### src/rtl/prio_enc_queue.sv
// prio_enc_queue: registered successor of the 16:1 priority encoder.
// Level-sampled requests are captured into a sticky pending vector and
// issued one index per valid/ready transfer; each captured event is
// reported exactly once.
// Optional build macro: PRIO_ENC_RR_EN selects round-robin priority
// (search starts just below the last issued index); undefined gives
// fixed priority with bit N-1 highest.
module prio_enc_queue #(
    parameter int N = 16,
    localparam int W = $clog2(N)
) (
    input  logic         clk,
    input  logic         rst,
    input  logic [N-1:0] req,
    input  logic [N-1:0] mask,
    output logic         out_valid,
    input  logic         out_ready,
    output logic [W-1:0] out_idx,
    output logic [N-1:0] out_onehot,
    output logic [N-1:0] pend,
    output logic         coalesce
);

    typedef enum logic [0:0] {
        IDLE = 1'b0,
        HOLD = 1'b1
    } state_t;

    state_t       state_q;
    logic         out_valid_q;
    logic [W-1:0] out_idx_q;
    logic [N-1:0] out_onehot_q;
    logic [N-1:0] pend_q;
    logic [N-1:0] pend_d;
    logic         coalesce_q;
    logic         coalesce_d;

    logic [N-1:0] cand_s;
    logic         hit_s;
    logic [W-1:0] sel_s;
    logic         load_s;
    logic [N-1:0] clear_s;

`ifdef PRIO_ENC_RR_EN
    logic [W-1:0] lp_q;
`endif

    // One-hot decode of an index into an N-bit vector.
    function automatic logic [N-1:0] onehot_of(input logic [W-1:0] idx);
        logic [N-1:0] one;
        one = {{(N-1){1'b0}}, 1'b1};
        return one << idx;
    endfunction

    // Winner selection among unmasked pending requests.
    always_comb begin
        cand_s = pend_q & ~mask;
        hit_s  = |cand_s;
        sel_s  = {W{1'b0}};
`ifdef PRIO_ENC_RR_EN
        // Walk from lowest to highest priority so the last hit wins;
        // distance 1 below lp is highest, lp itself is lowest.
        for (int i = N; i >= 1; i--) begin
            int k;
            k = int'(lp_q) - i;
            if (k < 0) begin
                k = k + N;
            end else begin
                k = k;
            end
            if (cand_s[W'(k)]) begin
                sel_s = W'(k);
            end else begin
                sel_s = sel_s;
            end
        end
`else
        // Ascending scan: the highest set index is written last.
        for (int i = 0; i < N; i++) begin
            if (cand_s[W'(i)]) begin
                sel_s = W'(i);
            end else begin
                sel_s = sel_s;
            end
        end
`endif
    end

    // Load decision and next pending/coalesce values.
    always_comb begin
        load_s = hit_s & (~out_valid_q | out_ready);
        if (load_s) begin
            clear_s = onehot_of(sel_s);
        end else begin
            clear_s = {N{1'b0}};
        end
        // A new req on the bit being cleared keeps it pending.
        pend_d     = (pend_q & ~clear_s) | req;
        coalesce_d = |(req & pend_q & ~clear_s);
    end

    // Issue FSM with registered output handshake.
    always_ff @(posedge clk or posedge rst) begin
        if (rst) begin
            state_q      <= IDLE;
            out_valid_q  <= 1'b0;
            out_idx_q    <= {W{1'b0}};
            out_onehot_q <= {N{1'b0}};
        end else begin
            case (state_q)
                IDLE: begin
                    if (hit_s) begin
                        state_q      <= HOLD;
                        out_valid_q  <= 1'b1;
                        out_idx_q    <= sel_s;
                        out_onehot_q <= onehot_of(sel_s);
                    end
                end
                HOLD: begin
                    if (out_ready) begin
                        if (hit_s) begin
                            out_idx_q    <= sel_s;
                            out_onehot_q <= onehot_of(sel_s);
                        end else begin
                            // out_idx keeps its stale value; only onehot is zeroed.
                            state_q      <= IDLE;
                            out_valid_q  <= 1'b0;
                            out_onehot_q <= {N{1'b0}};
                        end
                    end
                end
                default: begin
                    state_q      <= IDLE;
                    out_valid_q  <= 1'b0;
                    out_onehot_q <= {N{1'b0}};
                end
            endcase
        end
    end

    // Sticky pending vector and merged-event pulse.
    always_ff @(posedge clk or posedge rst) begin
        if (rst) begin
            pend_q     <= {N{1'b0}};
            coalesce_q <= 1'b0;
        end else begin
            pend_q     <= pend_d;
            coalesce_q <= coalesce_d;
        end
    end

`ifdef PRIO_ENC_RR_EN
    // Round-robin pointer follows the last issued index.
    always_ff @(posedge clk or posedge rst) begin
        if (rst) begin
            lp_q <= {W{1'b0}};
        end else if (load_s) begin
            lp_q <= sel_s;
        end
    end
`endif

    assign out_valid  = out_valid_q;
    assign out_idx    = out_idx_q;
    assign out_onehot = out_onehot_q;
    assign pend       = pend_q;
    assign coalesce   = coalesce_q;

endmodule
### config.mk
export PLATFORM = sky130hd
export DESIGN_NAME = prio_enc_queue
export DESIGN_NICKNAME = d
export VERILOG_FILES = /design/src/rtl/prio_enc_queue.sv
export SDC_FILE = /design/constraint.sdc
export NUM_CORES = 1
export LEC_CHECK = 0
export ABC_AREA = 1
export CAP_MARGIN = 20
export CELL_PAD_IN_SITES_DETAIL_PLACEMENT = 1
export CELL_PAD_IN_SITES_GLOBAL_PLACEMENT = 1
export CORE_ASPECT_RATIO = 1.4
export CORE_UTILIZATION = 28
export CTS_BUF_LIST = sky130_fd_sc_hd__clkbuf_8
export DETAILED_ROUTE_END_ITERATION = 8
export PLACE_DENSITY = 0.87
export SYNTH_ARGS = -nofsm -noshare
export SYNTH_HDL_FRONTEND = slang
export SYNTH_SLANG_ARGS = --single-unit
export TNS_END_PERCENT = 1
### constraint.sdc
create_clock -name clk -period 1.3 [get_ports clk]
set_input_delay 0.39 -clock clk [delete_from_list [all_inputs] [get_ports clk]]
set_output_delay 0.39 -clock clk [all_outputs]
set_load 0.02 [all_outputs]
==> results.txt, run 1 <==
----------------------------------------------------
[Worst setup path]
  Crit path capture type ... flop
  Buf+Inv Stages, Crit Path ... 1
  End of the worst register-to-register path ... coalesce$_DFF_PP0_
  Worst path most repeated cell ... sky130_fd_sc_hd__nand2_2
  Worst-path cell with the longest stage delay ... sky130_fd_sc_hd__dfrtp_2
  List of cells traversed by the critical path ... inv_2 > nor2_4 > nand2_2 > nand2_2 > nand2_2 > nand2_2 > nand4_1 > nor2_2 > nand2_2 > nand2_2 > nand2_1 > nor2_2 > nand3_2
  Largest fanout on the critical path ... 2
  Type of the worst setup path ... flop to flop
  Required time at the worst-slack endpoint ... around 1.5 ns
  Kind of cell with the highest combined delay on the critical path ... simple AND/OR/NAND/NOR gates
  FF-to-FF Start ... pend[1]$_DFF_PP0_
  Count of cells along the worst register-to-register path ... 13
  Startpoint kind of the worst setup timing path ... flop
  Setup slack of the worst register-to-register path ... -0.52 ns
  WP data arrival ... roughly 2.0 ns
  Maximum cell stage delay along the critical path ... about 0.37 ns
  Worst setup startpoint ... pend[1]$_DFF_PP0_

[Status]
  Violations in the final reports ... setup timing
  Run status ... finished with violations

[Global route]
  Maximum number of pins on one net before global-route repair ... 31
  Vias in the first global route ... 2068
  Total congestion overflow after global routing ... 0
  All-Layer GR Usage ... 0.217
  Wire length of the first global-routing pass ... 9.98 mm
  Number of antenna violations at the first check in global routing ... 0

[Finish]
  Final core area utilization ... 0.517
  Most common cell after layout, fill and taps aside ... sky130_fd_sc_hd__buf_4
  Final standard cell area without fillers ... ~3000 sq um
  Number of nets in the final layout ... 375
  Ant diodes ... 0
  Post-synthesis to final-layout area growth ... 78.7%
  Layout cell share with drive strength beyond 1 ... 0.481
  Commonest non-fill, non-tap cells in the layout ... sky130_fd_sc_hd__buf_4, sky130_fd_sc_hd__nand2_1, sky130_fd_sc_hd__inv_1

[Die]
  Horizontal die dimension ... 67.8 um
  Floorplan core area ... 5860 sq um
  Starting density of the core ... 0.289
  Std-Cell Rows ... 33
  Number of placed I/O pins ... 73
  Overall die height ... 94.1 um
  Floorplan die area ... 6370 sq um

[Logic synthesis]
  Fraction of the mapped netlist area in adder cells ... 0
  Main combinational cell family by area after synthesis ... simple AND/OR/NAND/NOR gates
  Post-synth top area cell ... sky130_fd_sc_hd__dfrtp_1
  Simple logic cell fraction of the synthesized area ... 0.301
  Synthesized instance count ... 213
  Warning count from the yosys run ... 0
  Syn avg cell area ... 7.96 sq um
  Top cells by area in the synthesized netlist ... sky130_fd_sc_hd__dfrtp_1, sky130_fd_sc_hd__nand2_1, sky130_fd_sc_hd__inv_1
  Count of unique library cells instantiated by Yosys ... 26
  Part of the Yosys area used for sequential elements ... 0.443
  Area of the mapped netlist ... about 1700 sq um
  Share of the synthesized area in compound gates (AO/OA/AOI/OAI) ... 0.109
  Fraction of post-synthesis cell area in the top cell type by area ... 0.443
  Mux cell area share after synthesis ... 0
  Synthesis-stage register bit count ... 30
  Xor and xnor fraction of the mapped netlist area ... 0

[Clock network]
  Clock net sink count ... 30
  Cts bufs inserted ... 5
  Hold-fix buffer count after cts ... 0
  Clock buffer depth ... 2
  Clock latency at the later pin of the worst-skew pair ... 0.30 ns
  Cell at the root of the clock tree ... sky130_fd_sc_hd__clkbuf_8
  Number of H-tree levels ... 2
  Clock input transition at the sequential cells of the worst setup and hold paths ... 0.07 ns
  CTS tree ... yes

[Timing]
  Min Hold Slack ... 0.429 ns
  Final-report hold violation count ... 0
  Final worst setup slack ... -0.518 ns
  RSZ-0062 raised after global routing ... true
  Final Skew ... 0.00672 ns
  Part of the cycle the worst path needs ... 1.40
  Final max-slew violation count ... 0
  Fmax achieved ... roughly 0.55 GHz
  Final count of negative-setup-slack endpoints ... 33
  Minimum clock period after layout ... 1.82 ns
  Post-Route Setup TNS ... -7.60 ns

[Drt]
  Drt via density ... around 4.6
  Total detailed-routing wirelength ... 7.34 mm
  Initial DRC Count ... between 60 and 70
  Remaining antenna violation count after routing ... 0
  Routed vias ... 1891
  Iteration count of the initial detailed-routing pass ... 4
  Avg WL per Cell ... ~18 um
  Number of remaining DRC errors ... 0

[Power and ir drop]
  Relative contribution of sequential cells to total power ... 0.396
  Comb power frac ... 0.282
  Maximum vdd drop ... 0.380 mV
  Pint ... 0.00171 W
  Switching power as a share of total power ... 0.321
  Switch Pwr ... around 0.0008 W
  Leakage power of the design ... approximately 1.6 nW
  Clock network fraction of design power ... 0.321
  Areal power density over the cells ... 833 nW/um^2

[Run]
  Number of max-cap violations ... 0

[Placed design]
  Final weighted congestion of routability-driven global placement ... 0.830
  Post-detailed-placement cell area ... 2730 sq um
  Number of input and output port buffers inserted ... 63
  Detailed placer's ending HPWL ... 4.42 mm

[Min path]
  Worst min-delay path class ... input port to asynchronous set/reset pin

----------------------------------------------------
logic make-up (layout without fill, tap and decap cells):
kind of cell | count (synthesis) | after routing
buf+inv | 50 | 170
other cells | 1 | 9
flops | 30 | 30
simple gates | 102 | 102
compound gates | 30 | 30
layer usage:
metal	vias up	track usage	part of all wire
met5	-	0	0
met2	64	0.397	0.57
li1	883	-	-
met4	0	0.129	0.032
met3	22	0.0340	0.036
met1	922	0.219	0.36
cells in the mapped netlist:
master and instances:
sky130_fd_sc_hd__a21o_1 3, sky130_fd_sc_hd__a31oi_1 1, sky130_fd_sc_hd__nand3_1 5, sky130_fd_sc_hd__o22ai_1 2
sky130_fd_sc_hd__inv_4 1, sky130_fd_sc_hd__o21bai_1 5, sky130_fd_sc_hd__nand2_4 4, sky130_fd_sc_hd__nand2_2 4
sky130_fd_sc_hd__a21oi_1 2, sky130_fd_sc_hd__nand2_8 1, sky130_fd_sc_hd__buf_4 9, sky130_fd_sc_hd__or2_2 4
sky130_fd_sc_hd__inv_2 3, sky130_fd_sc_hd__o21ai_0 8, sky130_fd_sc_hd__nand2_1 57, sky130_fd_sc_hd__nor2_4 1
sky130_fd_sc_hd__nor2_8 2, sky130_fd_sc_hd__inv_1 35, sky130_fd_sc_hd__o21ai_2 3, sky130_fd_sc_hd__dfrtp_1 30
sky130_fd_sc_hd__nor2_1 18, sky130_fd_sc_hd__conb_1 1, sky130_fd_sc_hd__o21ai_1 6, sky130_fd_sc_hd__buf_12 1
sky130_fd_sc_hd__clkinv_4 1, sky130_fd_sc_hd__nand4_1 6
flip-flops by register name, summed over array words and instances (netlist names):
signal      flops
out_onehot      8
out_valid       1
out_idx         3
pend           16
coalesce        1
state_q         1
through the flow:
stage | total power (W) | std cells | worst slack (ns)
global placement | 0.00161 | 390 | -0.827
detailed placement | 0.00163 | 390 | -0.879
finish | 0.00252 | 411 | -0.518
floorplan | 0.00130 | 221 | -0.236
CTS | 0.00242 | 402 | -0.379
global route | 0.00263 | 411 | -0.604
how the worst max path moves through the flow:
stage / endpoint / slack, ns / depth (start not counted)
after floorplan: out_onehot[4]$_DFFE_PP0P_ / -0.24 / 11
after global placement: coalesce$_DFF_PP0_ / -0.83 / 11
after detailed placement: coalesce$_DFF_PP0_ / -0.88 / 13
after CTS: coalesce$_DFF_PP0_ / -0.38 / 13
after global routing: coalesce$_DFF_PP0_ / -0.60 / 13
final: coalesce$_DFF_PP0_ / -0.52 / 13
power by group through the flow:
stage                     clock, W  combinational (W)  sequential [W]
after floorplan                  0           0.000246         0.00106
after global placement           0           0.000595         0.00101
after detailed placement         0           0.000615         0.00101
after CTS                 0.000791           0.000627        0.000998
after global routing      0.000865           0.000761         0.00100
final                     0.000811           0.000712         0.00100
tightest hold or removal path: stages:
cell	delay [ns]
sky130_fd_sc_hd__clkdlybuf4s50_1	0.40
sky130_fd_sc_hd__inv_1	0.09
sky130_fd_sc_hd__buf_12	0.21
cell type report:
cell class	count	area (sq um)
clock inverter	2	8.76
multi-input combinational	141	893
timing repair buffer	122	1030
fill	721	2830
tap	70	87.6
sequential	30	758
inverter	40	170
clock buffer	6	82.6
repair_timing:
action,CTS,global route
buffers inserted,4,9
setup endpoints to repair,51,34
gates resized for setup,184,28
pin swaps,29,20
Power figures use the tool's default switching activity.
==> inputs of run 2 (changes only) <==
- CELL_PAD_IN_SITES_GLOBAL_PLACEMENT: 1 -> 2
- CORE_UTILIZATION: 28 -> 21
- PLACE_DENSITY: 0.87 -> 0.85
==> run 2 against run 1 <==
Compared with the run above:
- worst hold slack improved by 0.012 ns
- the run still ends with setup timing left
- clock skew up 0.0017 ns
- critical endpoint unchanged
- combinational power decreased by 11%
==> results.txt, run 2 (synthesis results as in run 1) <==
----------------------------------------------------
[Placed design]
  Number of input and output port buffers inserted ... 63 (unchanged)
  Worst slack at placement ... -0.896 ns (-0.0177 ns)
  Detailed placer's ending HPWL ... 4.12 mm (-6.7%)
  Number of placed instances, taps included ... 417 (+6.9%)
  Final weighted congestion of routability-driven global placement ... 0.786 (-5.3%)

[Timing]
  RSZ-0062 raised after global routing ... true
  Final worst setup slack ... -0.344 ns (+0.174 ns)
  Final Skew ... 0.00840 ns (+0.00168 ns)
  Minimum clock period after layout ... 1.64 ns (-0.174 ns)
  Fmax achieved ... 0.608 GHz (+11%)
  Final-report hold violation count ... 0 (unchanged)
  Min Hold Slack ... 0.442 ns (+0.0124 ns)
  Final max-slew violation count ... 0 (unchanged)
  Part of the cycle the worst path needs ... 1.26 (-0.134)
  Final count of negative-setup-slack endpoints ... 33 (unchanged)
  Post-Route Setup TNS ... -3.87 ns (+3.73 ns)

[Clock network]
  Clock latency at the later pin of the worst-skew pair ... 0.28 ns (-0.02 ns)
  Clock buffer depth ... 2 (unchanged)
  CTS tree ... yes
  Clock net sink count ... 30 (unchanged)
  Hold-fix buffer count after cts ... 0 (unchanged)
  Cts bufs inserted ... 5 (unchanged)
  Number of H-tree levels ... 2 (unchanged)
  Clock input transition at the sequential cells of the worst setup and hold paths ... 0.07 ns (about the same)
  Cell at the root of the clock tree ... sky130_fd_sc_hd__clkbuf_8

[Power and ir drop]
  Switch Pwr ... 0.000725 W (-10%)
  Relative contribution of sequential cells to total power ... 0.413 (+0.017)
  Clock network fraction of design power ... 0.323 (+0.002)
  Maximum vdd drop ... 0.393 mV (+3.4%)
  Switching power as a share of total power ... 0.301 (-0.0204)
  Pint ... 0.00169 W (-1.5%)
  Comb power frac ... 0.264 (-0.018)
  Areal power density over the cells ... 791 nW/um^2 (-5.0%)
  Power consumption ... 0.00241 W (-4.4%)
  Leakage power of the design ... 1.62 nW (-0.15%)

[Drt]
  Routed vias ... 1784 (-5.7%)
  Initial DRC Count ... 75 (+10%)
  Drt via density ... 4.08 (-11%)
  Total met2 wirelength after detailed routing ... 3.07 mm (-27%)
  Avg WL per Cell ... 12.5 um (-30%)
  Total detailed-routing wirelength ... 5.48 mm (-25%)
  Uppermost layer routed ... met4
  Met1 wire length ... 2.04 mm (-23%)
  Length of routed met3 wiring ... 299 um (+15%)
  Remaining antenna violation count after routing ... 0 (unchanged)
  Number of remaining DRC errors ... 0 (unchanged)
  Iteration count of the initial detailed-routing pass ... 4 (unchanged)

[Worst setup path]
  Buf+Inv Stages, Crit Path ... 1 (unchanged)
  Worst-path cell with the longest stage delay ... sky130_fd_sc_hd__dfrtp_2
  Crit path capture type ... flop
  Type of the worst setup path ... flop to flop
  Startpoint kind of the worst setup timing path ... flop
  WP data arrival ... 1.82 ns (-0.18 ns)
  Kind of cell with the highest combined delay on the critical path ... simple AND/OR/NAND/NOR gates
  Maximum cell stage delay along the critical path ... 0.44 ns (+0.07 ns)
  Largest fanout on the critical path ... 3 (+1)
  List of cells traversed by the critical path ... nand2_4 > nand2_4 > inv_2 > nand2_2 > nand3_2 > nand4_1 > nor2_4 > nor2_2 > nor2_1 > nand3_1
  Worst path most repeated cell ... sky130_fd_sc_hd__nand2_4
  Required time at the worst-slack endpoint ... 1.47 ns (about the same)

[Global route]
  All-Layer GR Usage ... 0.136 (-0.0804)
  Maximum number of pins on one net before global-route repair ... 31 (unchanged)
  Total congestion overflow after global routing ... 0 (unchanged)
  Vias in the first global route ... 1952 (-5.6%)
  Wire length of the first global-routing pass ... 8.94 mm (-10%)
  Number of antenna violations at the first check in global routing ... 0 (unchanged)

[Run]
  Number of max-cap violations ... 0 (unchanged)

[Die]
  Number of placed I/O pins ... 73 (unchanged)
  Floorplan core area ... 7800 sq um (+33%)
  Floorplan die area ... 8440 sq um (+32%)
  Std-Cell Rows ... 38 (+15%)
  Horizontal die dimension ... 77.9 um (+15%)
  Starting density of the core ... 0.217 (-0.0717)
  Overall die height ... 108 um (+15%)

[Finish]
  Max FFs per register ... 16 (unchanged)
  Post-synthesis to final-layout area growth ... 79.9%
  Ant diodes ... 0 (unchanged)
  Number of nets in the final layout ... 371 (-1.1%)
  Fill cells ... 956 (+33%)
  Layout cell share with drive strength beyond 1 ... 0.460 (-0.0210)
  Most common cell after layout, fill and taps aside ... sky130_fd_sc_hd__nand2_1
  Commonest non-fill, non-tap cells in the layout ... sky130_fd_sc_hd__nand2_1, sky130_fd_sc_hd__buf_4, sky130_fd_sc_hd__inv_1, sky130_fd_sc_hd__buf_6, sky130_fd_sc_hd__dfrtp_1
  Filler-free cell count of the finished design ... 437 (+6.3%)

[Status]
  Run status ... finished with violations
  Violations in the final reports ... setup timing

[Min path]
  Worst min-delay path class ... input port to asynchronous set/reset pin

----------------------------------------------------
-- run 2: cell count changes in the layout (fill, tap and decap cells not counted), moves of 3 or more --
cell,delta
sky130_fd_sc_hd__nand2_1,+6
sky130_fd_sc_hd__buf_6,+12
sky130_fd_sc_hd__nor2_2,+3
sky130_fd_sc_hd__nand2_2,-6
sky130_fd_sc_hd__buf_2,-3
sky130_fd_sc_hd__buf_4,-13
-- run 2: layout make-up --
type | count | area (sq um) | share of cell area
Tap cell | 100 | 125 | 0.0410
Inverter | 40 | 168 | 0.0550
Multi-Input combinational cell | 141 | 853 | 0.280
Clock inverter | 2 | 8.76 | 0.00287
Timing Repair Buffer | 118 | 1050 | 0.346
Clock buffer | 6 | 82.6 | 0.0271
Sequential cell | 30 | 758 | 0.249
-- run 2: worst min-delay path: cells and delay by family --
family | cells | cell delay (ns)
buffers and inverters | 3 | 0.69
-- run 2: per-stage QoR --
| step | util | area (sq um) |
|---|---|---|
| final | 0.391 | 3050 |
| after global routing | 0.391 | 3050 |
| after CTS | 0.384 | 3000 |
| after detailed placement | 0.352 | 2740 |
| after global placement | 0.352 | 2740 |
| after floorplan | - | 1740 |
-- run 2: final timing paths --
check / from / end / slack, ns / depth (start not counted)
worst min-delay path: rst / out_idx[1]$_DFFE_PP0P_ / 0.44 / 3
worst max register to register: pend[5]$_DFF_PP0_ / coalesce$_DFF_PP0_ / -0.34 / 10
worst min register to register: out_onehot[5]$_DFFE_PP0P_ / out_onehot[5]$_DFFE_PP0P_ / 0.48 / 2
max in group asynchronous: rst / pend[1]$_DFF_PP0_ / 0.67 / 3
worst max-delay path: pend[5]$_DFF_PP0_ / coalesce$_DFF_PP0_ / -0.34 / 10
min in group clk: out_onehot[5]$_DFFE_PP0P_ / out_onehot[5]$_DFFE_PP0P_ / 0.48 / 2
-- run 2: repair_timing --
item	4_1_cts	5_1_grt
gates resized for setup	206	14
buffers inserted	11	1
setup endpoints to repair	51	37
pin swaps	45	20
-- run 2: routing by layer --
metal / vias up / GRT usage
li1: 877 / -
met1: 849 / 0.135
met2: 52 / 0.271
met3: 6 / 0.0346
met4: 0 / 0.0437
met5: - / 0
-- run 2: power groups by stage --
| stage | logic (W) | clock network [W] | registers [W] |
|---|---|---|---|
| 2_1_floorplan | 0.000246 | 0 | 0.00106 |
| 3_3_place_gp | 0.000583 | 0 | 0.00101 |
| 3_5_place_dp | 0.000596 | 0 | 0.00101 |
| 4_1_cts | 0.000624 | 0.000816 | 0.000996 |
| 5_1_grt | 0.000691 | 0.000848 | 0.00100 |
| 6_report | 0.000636 | 0.000779 | 0.000997 |
==> inputs of run 3 (changes only) <==
- ABC_AREA: 1 -> not set
- CAP_MARGIN: 20 -> not set
- CORE_UTILIZATION: 21 -> 22
==> run 3 against run 2 <==
Compared with the run above:
- the run still ends with setup timing left
- total power rose by 0.30%
- non-clock buffer count shrank 7
- clock skew decreased by 0.0050 ns
- register-to-register slack worse by 0.19 ns
- largest cell class unchanged
- area after synthesis shrank 6.5%
- clock-buffer cell count unchanged
==> results.txt, run 3 <==
----------------------------------------------------
[Status]
  Run status ... finished with violations
  Violations in the final reports ... setup timing

[Finish]
  Fill cells ... 766 (-20%)
  Ant diodes ... 0 (unchanged)
  Max FFs per register ... 16 (unchanged)
  Commonest non-fill, non-tap cells in the layout ... sky130_fd_sc_hd__buf_6, sky130_fd_sc_hd__buf_4, sky130_fd_sc_hd__dfrtp_1
  Final core area utilization ... 0.432 (+0.0407)
  Final standard cell area without fillers ... 3010 sq um (-1.1%)
  Number of nets in the final layout ... 305 (-18%)
  Layout cell share with drive strength beyond 1 ... 0.535 (+0.0751)
  Most common cell after layout, fill and taps aside ... sky130_fd_sc_hd__buf_6
  Filler-free cell count of the finished design ... 366 (-16%)
  Post-synthesis to final-layout area growth ... 90.1%
  Storage cell area ... 758 sq um (unchanged)
  Multi-input gate area in the final layout ... 995 sq um (+17%)

[Power and ir drop]
  Areal power density over the cells ... 803 nW/um^2 (+1.5%)
  Maximum vdd drop ... 0.443 mV (+13%)
  Leakage power of the design ... 1.38 nW (-15%)

[Die]
  Horizontal die dimension ... 73.7 um (-5.4%)
  Starting density of the core ... 0.227 (+0.00963)
  Floorplan core area ... 6980 sq um (-10%)
  Std-Cell Rows ... 36 (-5.3%)
  Number of placed I/O pins ... 73 (unchanged)
  Overall die height ... 102 um (-5.4%)
  Floorplan die area ... 7550 sq um (-11%)

[Timing]
  Final Skew ... 0.00339 ns (-0.00500 ns)
  Min Hold Slack ... 0.460 ns (+0.0182 ns)
  RSZ-0062 raised after global routing ... true
  Final max-slew violation count ... 0 (unchanged)
  Final-report hold violation count ... 0 (unchanged)
  Minimum clock period after layout ... 1.83 ns (+0.190 ns)
  Part of the cycle the worst path needs ... 1.41 (+0.146)
  Final worst setup slack ... -0.534 ns (-0.190 ns)
  Fmax achieved ... 0.545 GHz (-10%)
  Final count of negative-setup-slack endpoints ... 38 (+15%)

[Logic synthesis]
  Fraction of post-synthesis cell area in the top cell type by area ... 0.474 (+0.0308)
  Area of the mapped netlist ... 1590 sq um (-6.5%)
  Number of synthesized flops with an enable pin ... 0 (unchanged)
  Warning count from the yosys run ... 0 (unchanged)
  Synthesized instance count ... 155 (-27%)
  Syn avg cell area ... 10.2 sq um (+28%)
  Share of async-settable or async-resettable flops after synthesis ... 1.00 (unchanged)
  Part of the Yosys area used for sequential elements ... 0.474 (+0.0308)
  Post-synth top area cell ... sky130_fd_sc_hd__dfrtp_1
  Count of unique library cells instantiated by Yosys ... 45 (+73%)
  Count leader, synth ... sky130_fd_sc_hd__dfrtp_1
  Top cells by area in the synthesized netlist ... sky130_fd_sc_hd__dfrtp_1, sky130_fd_sc_hd__nand2b_1, sky130_fd_sc_hd__nand2_1
  Commonest cells post-synth ... sky130_fd_sc_hd__dfrtp_1, sky130_fd_sc_hd__nand2_1, sky130_fd_sc_hd__nand2b_1
  Most used flip-flop cell after synthesis ... sky130_fd_sc_hd__dfrtp_1
  Synthesis-stage register bit count ... 30 (unchanged)

[Clock network]
  Cts bufs inserted ... 5 (unchanged)
  CTS tree ... yes
  Clock input transition at the sequential cells of the worst setup and hold paths ... 0.07 ns (about the same)
  Clock net sink count ... 30 (unchanged)
  Clock buffer depth ... 2 (unchanged)
  Cell at the root of the clock tree ... sky130_fd_sc_hd__clkbuf_8
  Number of H-tree levels ... 2 (unchanged)
  Clock latency at the later pin of the worst-skew pair ... 0.28 ns (about the same)

[Placed design]
  Worst slack at placement ... -1.19 ns (-0.297 ns)
  Number of input and output port buffers inserted ... 63 (unchanged)
  Detailed placer's ending HPWL ... 3.88 mm (-5.9%)
  Post-detailed-placement cell area ... 2610 sq um (-4.7%)
  Final weighted congestion of routability-driven global placement ... 0.797 (+1.4%)
  Number of placed instances, taps included ... 348 (-17%)

[Run]
  Number of max-cap violations ... 0 (unchanged)

[Global route]
  Wire length of the first global-routing pass ... 8.20 mm (-8.3%)
  All-Layer GR Usage ... 0.145 (+0.00834)
  Total congestion overflow after global routing ... 0 (unchanged)
  Vias in the first global route ... 1707 (-13%)
  Number of antenna violations at the first check in global routing ... 0 (unchanged)
  Maximum number of pins on one net before global-route repair ... 31 (unchanged)

[Drt]
  Initial DRC Count ... 57 (-24%)
  Iteration count of the initial detailed-routing pass ... 4 (unchanged)
  Number of remaining DRC errors ... 0 (unchanged)
  Routed vias ... 1621 (-9.1%)
  Total detailed-routing wirelength ... 5.38 mm (-1.9%)
  Remaining antenna violation count after routing ... 0 (unchanged)
  Avg WL per Cell ... 14.7 um (+17%)
  Drt via density ... 4.43 (+8.5%)

[Worst setup path]
  WP data arrival ... 2.04 ns (+0.22 ns)
  Crit path capture type ... flop
  Type of the worst setup path ... flop to flop
  Required time at the worst-slack endpoint ... 1.51 ns (+0.04 ns)
  Count of cells along the worst register-to-register path ... 7 (-3)
  Largest fanout on the critical path ... 6 (+3)
  Startpoint kind of the worst setup timing path ... flop

[Min path]
  Worst min-delay path class ... input port to asynchronous set/reset pin

----------------------------------------------------
[run 3: final timing paths]
| check | start | to | slack (ns) |
|---|---|---|---|
| min in group clk | out_onehot[7]$_DFFE_PP0P_ | out_onehot[7]$_DFFE_PP0P_ | 0.48 |
| max in group asynchronous | rst | pend[7]$_DFF_PP0_ | 0.66 |
| worst min register to register | out_onehot[7]$_DFFE_PP0P_ | out_onehot[7]$_DFFE_PP0P_ | 0.48 |
| worst max-delay path | pend[4]$_DFF_PP0_ | pend[0]$_DFF_PP0_ | -0.53 |
| worst min-delay path | rst | pend[2]$_DFF_PP0_ | 0.46 |
| worst max register to register | pend[4]$_DFF_PP0_ | pend[0]$_DFF_PP0_ | -0.53 |
[run 3: area by class of cell]
cell class              instances  share of cell area
clock buffers                   6              0.0274
clock inverters                 2             0.00291
inverters                       6             0.00747
multi-input cells             116               0.330
flip-flops and latches         30               0.252
well taps                      95              0.0394
repair buffers                111               0.341
[run 3: report_power, final]
| part | switching [W] | internal (W) |
|---|---|---|
| sequential | 0.0000291 | 0.000974 |
| clock | 0.000351 | 0.000419 |
| combinational | 0.000323 | 0.000325 |
| total | 0.000703 | 0.00172 |
[run 3: layer usage]
metal,track usage,wire length [um],share of wire
met1,0.144,1880,0.35
met2,0.282,3150,0.59
met3,0.0306,239,0.044
met4,0.0577,110,0.020
met5,0,0,0
[run 3: critical path: stages (launching register included)]
cell                       delay, ns
sky130_fd_sc_hd__dfrtp_2        0.44
sky130_fd_sc_hd__nand2b_4       0.11
sky130_fd_sc_hd__nand4_4        0.13
sky130_fd_sc_hd__or4_4          0.54
sky130_fd_sc_hd__buf_6          0.16
sky130_fd_sc_hd__nor4b_4        0.13
sky130_fd_sc_hd__buf_4          0.15
sky130_fd_sc_hd__o21bai_1       0.11
[run 3: logic make-up (layout without fill, tap and decap cells)]
group,count (synthesis),in the layout,share of synthesized area
AOI/OAI and AO/OA,40,40,0.191
buffers and inverters,17,125,0.0687
DFF,30,30,0.474
other,1,9,0.00237
and+or+nand+nor,67,67,0.264
[run 3: repair_timing]
item,in CTS,in global routing
endpoints found under the setup margin,51,40
resized for setup,216,16
hold buffers,0,0
buffers inserted,5,6
pin swaps,19,10
[run 3: metrics by stage]
step	power [W]	setup TNS (ns)
final	0.00242	-10.00
after global routing	0.00253	-11.90
after CTS	0.00242	-9.43
after floorplan	0.00129	-7.38
after global placement	0.00159	-22.40
after detailed placement	0.00160	-22.84
